## src/rtl/port_arbiter_pkg.sv

```systemverilog
// Shared widths, flit type codes and arbiter state encoding for the
// output-port switch allocator.
package port_arbiter_pkg;

    localparam int NINPORT = 5;   // input controllers per router
    localparam int PORTW   = 2;   // port field is PORTW+1 bits
    localparam int TYPEW   = 1;   // flit type field is TYPEW+1 bits

    localparam logic [TYPEW:0] TYPE_HEAD     = 2'd0;
    localparam logic [TYPEW:0] TYPE_DATA     = 2'd1;
    localparam logic [TYPEW:0] TYPE_TAIL     = 2'd2;
    localparam logic [TYPEW:0] TYPE_HEADTAIL = 2'd3;

    typedef enum logic {
        ARB_IDLE = 1'b0,
        ARB_BUSY = 1'b1
    } arb_state_e;

    // Next round-robin start position after input idx, wrapping 4 -> 0.
    function automatic logic [2:0] rr_next(input logic [2:0] idx);
        return (idx >= 3'(NINPORT - 1)) ? 3'd0 : idx + 3'd1;
    endfunction

endpackage

```

## src/rtl/port_arbiter_rr_pick.sv

```systemverilog
// Five-way cyclic priority picker: returns the first set bit of hit,
// searching upward from ptr and wrapping past the last input.
module rr_pick
    import port_arbiter_pkg::*;
(
    input  logic [NINPORT-1:0] hit,
    input  logic [2:0]         ptr,
    output logic [NINPORT-1:0] grant,
    output logic [2:0]         idx,
    output logic               any
);

    // Walk the inputs starting at ptr and take the first hit.
    always_comb begin
        logic [3:0] cand;
        // NOTE: every output gets a default before the loop so no path
        // leaves one unassigned, which would otherwise infer a latch.
        grant = '0;
        idx   = '0;
        any   = 1'b0;
        cand  = '0;
        for (int k = 0; k < NINPORT; k++) begin
            cand = {1'b0, ptr} + 4'(k);
            if (cand >= 4'(NINPORT)) begin
                cand = cand - 4'(NINPORT);
            end
            if (!any && (cand < 4'(NINPORT)) && hit[cand[2:0]]) begin
                grant[cand[2:0]] = 1'b1;
                idx              = cand[2:0];
                any              = 1'b1;
            end
        end
    end

endmodule

```

## src/rtl/port_arbiter.sv

```systemverilog
// Switch allocator for one router output port: packet-granular
// round-robin among the five input controllers, locked head to tail.
module port_arbiter
    import port_arbiter_pkg::*;
#(
    parameter int ROUTERID = 0,
    parameter int PORTID   = 0
) (
    input  logic               clk,
    input  logic               rst_,
    input  logic               req_0,
    input  logic               req_1,
    input  logic               req_2,
    input  logic               req_3,
    input  logic               req_4,
    input  logic [PORTW:0]     port_0,
    input  logic [PORTW:0]     port_1,
    input  logic [PORTW:0]     port_2,
    input  logic [PORTW:0]     port_3,
    input  logic [PORTW:0]     port_4,
    input  logic               ivalid_0,
    input  logic               ivalid_1,
    input  logic               ivalid_2,
    input  logic               ivalid_3,
    input  logic               ivalid_4,
    input  logic [TYPEW:0]     itype_0,
    input  logic [TYPEW:0]     itype_1,
    input  logic [TYPEW:0]     itype_2,
    input  logic [TYPEW:0]     itype_3,
    input  logic [TYPEW:0]     itype_4,
    output logic               grt_0,
    output logic               grt_1,
    output logic               grt_2,
    output logic               grt_3,
    output logic               grt_4,
    output logic [NINPORT-1:0] sel,
    output logic               busy,
    output logic [2:0]         owner
);

    localparam logic [PORTW:0] MY_PORT = PORTID[PORTW:0];

    logic [NINPORT-1:0] req_v;
    logic [NINPORT-1:0] ivalid_v;
    logic [PORTW:0]     port_v  [NINPORT];
    logic [TYPEW:0]     itype_v [NINPORT];
    logic [NINPORT-1:0] hit;
    logic [NINPORT-1:0] pick_grant;
    logic [2:0]         pick_idx;
    logic               pick_any;
    logic [NINPORT-1:0] grt;
    logic               illegal;

    arb_state_e state_q, state_d;
    logic [2:0] owner_q, owner_d;
    logic [2:0] rr_q, rr_d;

    assign req_v    = {req_4, req_3, req_2, req_1, req_0};
    assign ivalid_v = {ivalid_4, ivalid_3, ivalid_2, ivalid_1, ivalid_0};
    assign port_v   = '{port_0, port_1, port_2, port_3, port_4};
    assign itype_v  = '{itype_0, itype_1, itype_2, itype_3, itype_4};

    // Requests aimed at the output port this arbiter owns.
    always_comb begin
        hit = '0;
        for (int i = 0; i < NINPORT; i++) begin
            hit[i] = req_v[i] && (port_v[i] == MY_PORT);
        end
    end

    rr_pick u_pick (
        .hit   (hit),
        .ptr   (rr_q),
        .grant (pick_grant),
        .idx   (pick_idx),
        .any   (pick_any)
    );

    // Grants and next state: pick a new packet while idle, follow the owner while busy.
    always_comb begin
        grt     = '0;
        state_d = state_q;
        owner_d = owner_q;
        rr_d    = rr_q;
        illegal = 1'b0;
        if (rst_) begin
            case (state_q)
                ARB_IDLE: begin
                    if (pick_any) begin
                        grt = pick_grant;
                        if (ivalid_v[pick_idx]) begin
                            case (itype_v[pick_idx])
                                TYPE_HEAD: begin
                                    state_d = ARB_BUSY;
                                    owner_d = pick_idx;
                                end
                                TYPE_HEADTAIL: rr_d = rr_next(pick_idx);
                                default:       illegal = 1'b1;
                            endcase
                        end
                    end
                end
                ARB_BUSY: begin
                    if (hit[owner_q]) begin
                        grt[owner_q] = 1'b1;
                        if (ivalid_v[owner_q]) begin
                            case (itype_v[owner_q])
                                TYPE_TAIL: begin
                                    state_d = ARB_IDLE;
                                    owner_d = '0;
                                    rr_d    = rr_next(owner_q);
                                end
                                TYPE_DATA: ;
                                default:   illegal = 1'b1;
                            endcase
                        end
                    end
                end
                default: state_d = ARB_IDLE;
            endcase
        end
    end

    // State, owner and round-robin pointer; reset drops any lock at once.
    always_ff @(posedge clk) begin
        // NOTE: non-blocking assignments so each register samples pre-edge values.
        if (!rst_) begin
            state_q <= ARB_IDLE;
            owner_q <= '0;
            rr_q    <= '0;
        end else begin
            state_q <= state_d;
            owner_q <= owner_d;
            rr_q    <= rr_d;
        end
    end

    // Flag granted flits whose type does not fit the current state; they change nothing.
    always_ff @(posedge clk) begin
        if (rst_) begin
            assert (!illegal)
                else $error("port_arbiter R%0d P%0d: illegal flit type for arbiter state",
                            ROUTERID, PORTID);
        end
    end

    assign {grt_4, grt_3, grt_2, grt_1, grt_0} = grt;
    assign sel   = grt;
    assign busy  = (state_q == ARB_BUSY);
    assign owner = owner_q;

endmodule

```

## config.mk

```make
export PLATFORM = sky130hd
export DESIGN_NAME = port_arbiter
export DESIGN_NICKNAME = d
export VERILOG_FILES = /design/src/rtl/port_arbiter_pkg.sv /design/src/rtl/port_arbiter_rr_pick.sv /design/src/rtl/port_arbiter.sv
export SDC_FILE = /design/constraint.sdc
export NUM_CORES = 1
export LEC_CHECK = 0
export BUFFER_PORTS_ARGS = -buffer_cell sky130_fd_sc_hd__buf_2
export CORE_ASPECT_RATIO = 2
export CORE_UTILIZATION = 57
export CTS_BUF_LIST = sky130_fd_sc_hd__clkbuf_16
export CTS_CLUSTER_SIZE = 28
export DETAILED_ROUTE_END_ITERATION = 8
export GPL_TIMING_DRIVEN = 1
export PLACE_DENSITY_LB_ADDON = 0.05
export SETUP_SLACK_MARGIN = 0.5
export SYNTH_ARGS = -nofsm -noshare
export SYNTH_HDL_FRONTEND = slang
export SYNTH_HIERARCHICAL = 1
export SYNTH_SLANG_ARGS = --single-unit
```

## constraint.sdc

```tcl
create_clock -name clk -period 5 [get_ports clk]
set_clock_uncertainty 0.1 [all_clocks]
set_input_delay 0.75 -clock clk [delete_from_list [all_inputs] [get_ports clk]]
set_output_delay 0.75 -clock clk [all_outputs]
set_load 0.1 [all_outputs]
```

==> out/results.txt <==
The final layout contains 443 nets. The classification of the worst-slack hold path is reg -> reg. The run gives 0 as the max-slew violation count.

The detailed router finished its first iteration with 268 violations. In the routed layout, each cell is associated on average with a via count of 7.16. At the worst endpoint, the required time is 5.02 ns.

The run finished with clean final reports. The clock tree root buffer cell is sky130_fd_sc_hd__clkbuf_16. The top flip-flop cell by instance count after synthesis was sky130_fd_sc_hd__dfxtp_1. The simple-gate portion of the synthesized area works out to 31.3%.

Register bit count reported by yosys: 7. The async set or reset register ratio after synthesis came out at 0%. The synthesized netlist devotes 3.51% of its cell area to XOR and XNOR gates. The run gives 0.0497 ns as the pre-CTS setup slack.

Summing all placed instances gives a cell area of 2760 µm². The tool flagged a number of max-cap violations equal to 0. After layout, the minimum clock period comes to 4.53 ns.

After synthesis, the largest family of logic cells by area is compound AO/OA/AOI/OAI gates. For the DRC violation count after routing, the log shows 0. The average wire length per cell after detail routing was 22.7 µm; the total global routing track utilization was 40.4%.

The logs give 0 for the number of diodes added for antenna fixing and 10000 µm for the total routed wirelength. The tools report the initial antenna violation count as 0. Count of final hold-check violations: 0. The commonest non-fill, non-tap cell in the layout is sky130_fd_sc_hd__buf_2.

HPWL reported at the end of detailed placement: 6340 µm. Wire length of the first global-routing pass: 13200 µm. Synthesis produced a netlist whose cell count is 327. Counting flops with a built-in enable in the synthesized netlist gives 0. Counting distinct cell types in the post-synthesis netlist gives 78. The initial utilization of the core area, before any placement, comes to 59.3%. From synthesis to final layout, the design area changed by 43.0%. Average cell area after synthesis: 7.41 µm². For the pin with the worst max-slew slack, the measured transition is 0.739 ns. The worst setup path is launched from a flop. The worst setup path is captured at a flop. In this run the core area contains 33 standard-cell rows. For the final worst slack, the log shows 0.470 ns. For this run, the top clock speed supported by timing is 0.221 GHz.

The logs give 3163 for the count of vias placed by the detailed router and 1.38 nW for the static leakage power. The sum of overflow across all layers after global routing is 0, and the number of iterations in the first detailed-routing pass is 5. Pin placement for this block handled 51 I/O pins. The multiplexer fraction of the synthesized cell area came out at 7.49%. The worst setup path is of the reg -> reg kind. The run gives 0 as the count of final setup violators. The setup check on the worst reg-to-reg path leaves a slack of 0.47 ns. The core outline area came out at 4090 µm². The total of warnings raised by yosys is 6. The number of nets handed over by synthesis was 379. Clock-pin slew was measured on the worst setup and hold paths at 0.04 ns. The H-tree depth is 1. The mapped netlist covers 2420 µm². The run gives 84.8% as the utilization of the core after routing.

In this run, CTS created clock tree buffers numbering 3. The area of the multi-input gates came out at 2440 µm². The logs give 27 for the maximum number of pins on one net before global-route repair and 0.622 mV for the worst supply voltage drop on vdd.

From bottom edge to top edge, the die measures 94.2 µm. The finished cells cover 3470 µm². After synthesis, flip-flops and latches occupy 5.78% of the total area. The post-detailed-route count of antenna-violating nets was 0. Across the whole layout, storage elements account for 146 µm².

The die is 48.1 µm wide. The arrival time at the worst endpoint is 4.55 ns. The post-route setup TNS came out at 0 ns.

The largest driver fanout on the critical path was 7. The die footprint came out at 4530 µm². Setup repair after global routing left no endpoint under its margin. The tree built by TritonCTS fans out to 7 sinks. The area fraction in compound gates after synthesis is 34.2%, and the fraction of the cycle the final worst path needs is 90.6%. The fraction of final layout cells with drive strength greater than 1 was 44.9%.

The congestion estimate from routability-driven global placement came to 0.944. Synthesized-area fraction occupied by adder cells: 8.05%. The final-layout worst hold slack is 0.505 ns, and the clock latency of the later-clocked register in the worst-skew pair is 0.23 ns. Counting the fill cells in the layout gives 240.

The tools report the number of buffers on the longest clock path as 2. The worst slew margin relative to its limit was 50.4%. The number of global-route vias before repair is 2853.

TritonCTS built the clock tree. In this run the tool buffered the top-level ports with 50 buffer cells. In the layout the commonest cells are sky130_fd_sc_hd__buf_2, sky130_fd_sc_hd__buf_4, sky130_fd_sc_hd__nor2_1, sky130_fd_sc_hd__nand2_1, sky130_fd_sc_hd__a21oi_1. Dividing total power by cell area gives a power density of 410 nW/µm².
==> stage by stage <==
stage	std cells	total power (W)
5_1_grt	442	0.00149
4_1_cts	426	0.00119
6_report	442	0.00142
3_5_place_dp	417	0.000995
2_1_floorplan	327	0.000869
3_3_place_gp	417	0.000985
==> state kept, by name, indices dropped and copies added, names as in the netlist <==
name	cells
rr_q	3
owner	3
busy	1
==> critical path: stages (launching register included) <==
cell                        delay, ns
sky130_fd_sc_hd__dfxtp_2         0.35
sky130_fd_sc_hd__clkinv_4        0.08
sky130_fd_sc_hd__ha_4            0.13
sky130_fd_sc_hd__inv_2           0.03
sky130_fd_sc_hd__fa_2            0.45
sky130_fd_sc_hd__a21o_4          0.24
sky130_fd_sc_hd__nand3_1         0.10
sky130_fd_sc_hd__o31ai_2         0.10
sky130_fd_sc_hd__buf_4           0.16
sky130_fd_sc_hd__a2111oi_4       0.42
sky130_fd_sc_hd__buf_4           0.21
sky130_fd_sc_hd__mux2i_1         0.07
sky130_fd_sc_hd__mux2_2          0.28
sky130_fd_sc_hd__mux2i_1         0.16
sky130_fd_sc_hd__o21bai_2        0.13
sky130_fd_sc_hd__buf_6           0.16
sky130_fd_sc_hd__nor3b_2         0.18
sky130_fd_sc_hd__a21oi_1         0.07
sky130_fd_sc_hd__o22a_2          0.23
sky130_fd_sc_hd__o31ai_4         0.37
sky130_fd_sc_hd__a21oi_1         0.13
sky130_fd_sc_hd__a311oi_1        0.23
==> report_power, final <==
group	internal, W	switching (W)	leakage [nW]
logic	0.000445	0.000725	1.28
clock network	0.000104	0.0000317	0.0423
registers	0.0000688	0.0000456	0.0585
total	0.000618	0.000803	1.38
==> layer usage <==
| metal | vias up | share of wire [%] | track usage [%] | routed length [µm] |
|---|---|---|---|---|
| met5 | - | 0 | 0 | 0 |
| li1 | 1357 | - | - | - |
| met3 | 108 | 7.3 | 14.2 | 732 |
| met4 | 0 | 11 | 35.9 | 1060 |
| met2 | 239 | 51 | 67.3 | 5130 |
| met1 | 1459 | 31 | 33.8 | 3120 |
==> cell usage after synthesis, types with 4 or more instances <==
cell type | number | share of area (%)
sky130_fd_sc_hd__dfxtp_1 | 7 | 5.8
sky130_fd_sc_hd__a21oi_1 | 22 | 4.5
sky130_fd_sc_hd__mux2_2 | 6 | 2.8
sky130_fd_sc_hd__xnor2_1 | 4 | 1.4
sky130_fd_sc_hd__nor4b_2 | 5 | 3.1
sky130_fd_sc_hd__a31oi_1 | 5 | 1.3
sky130_fd_sc_hd__ha_1 | 14 | 7.2
sky130_fd_sc_hd__a311oi_1 | 5 | 1.8
sky130_fd_sc_hd__and3_1 | 4 | 1.0
sky130_fd_sc_hd__buf_4 | 7 | 2.2
sky130_fd_sc_hd__nand3_1 | 11 | 2.3
sky130_fd_sc_hd__a21o_1 | 4 | 1.2
sky130_fd_sc_hd__o21ai_0 | 10 | 2.1
sky130_fd_sc_hd__buf_2 | 8 | 1.7
sky130_fd_sc_hd__o22ai_1 | 9 | 2.3
sky130_fd_sc_hd__mux2i_1 | 8 | 3.3
sky130_fd_sc_hd__a22oi_1 | 4 | 1.2
sky130_fd_sc_hd__nand2_1 | 25 | 3.9
sky130_fd_sc_hd__inv_1 | 15 | 2.3
sky130_fd_sc_hd__nor2b_1 | 7 | 1.8
sky130_fd_sc_hd__o211ai_1 | 4 | 1.2
sky130_fd_sc_hd__nor3b_1 | 5 | 1.5
sky130_fd_sc_hd__a211o_1 | 5 | 1.8
sky130_fd_sc_hd__nand2b_1 | 11 | 2.8
sky130_fd_sc_hd__nor2_1 | 25 | 3.9
sky130_fd_sc_hd__nor3_1 | 12 | 2.5
sky130_fd_sc_hd__o21ai_1 | 6 | 1.2
sky130_fd_sc_hd__buf_6 | 5 | 2.3
sky130_fd_sc_hd__a211oi_1 | 4 | 1.2
==> what timing repair did <==
action	4_1_cts	5_1_grt
gates resized for setup	36	62
pin swaps	2	27
endpoints found under the setup margin	17	17
buffers inserted	5	16
hold endpoints to repair	0	0
hold buffers	0	0
==> final cells by class <==
| type | count | area share [%] |
|---|---|---|
| tap | 52 | 1.88 |
| clock inverter | 1 | 0.108 |
| sequential | 7 | 4.22 |
| timing repair buffer | 83 | 19.1 |
| multi-input combinational | 278 | 70.3 |
| clock buffer | 3 | 2.17 |
| inverter | 18 | 2.20 |
==> path summary, 6_finish.rpt <==
check           from      end  depth (start not counted)
min          rr_q[1]  rr_q[1]                          2
max          rr_q[0]  rr_q[2]                         21
min reg2reg  rr_q[1]  rr_q[1]                          2
max reg2reg  rr_q[0]  rr_q[2]                         21
==> kinds of logic (layout without fill, tap and decap cells) <==
logic type,Yosys count,count (layout)
simple gates,129,129
buf+inv,42,105
compound gates,110,110
flops,7,7
fa+ha+maj,15,15
mux,16,16
xor+xnor,8,8
Power figures use the tool's default switching activity.
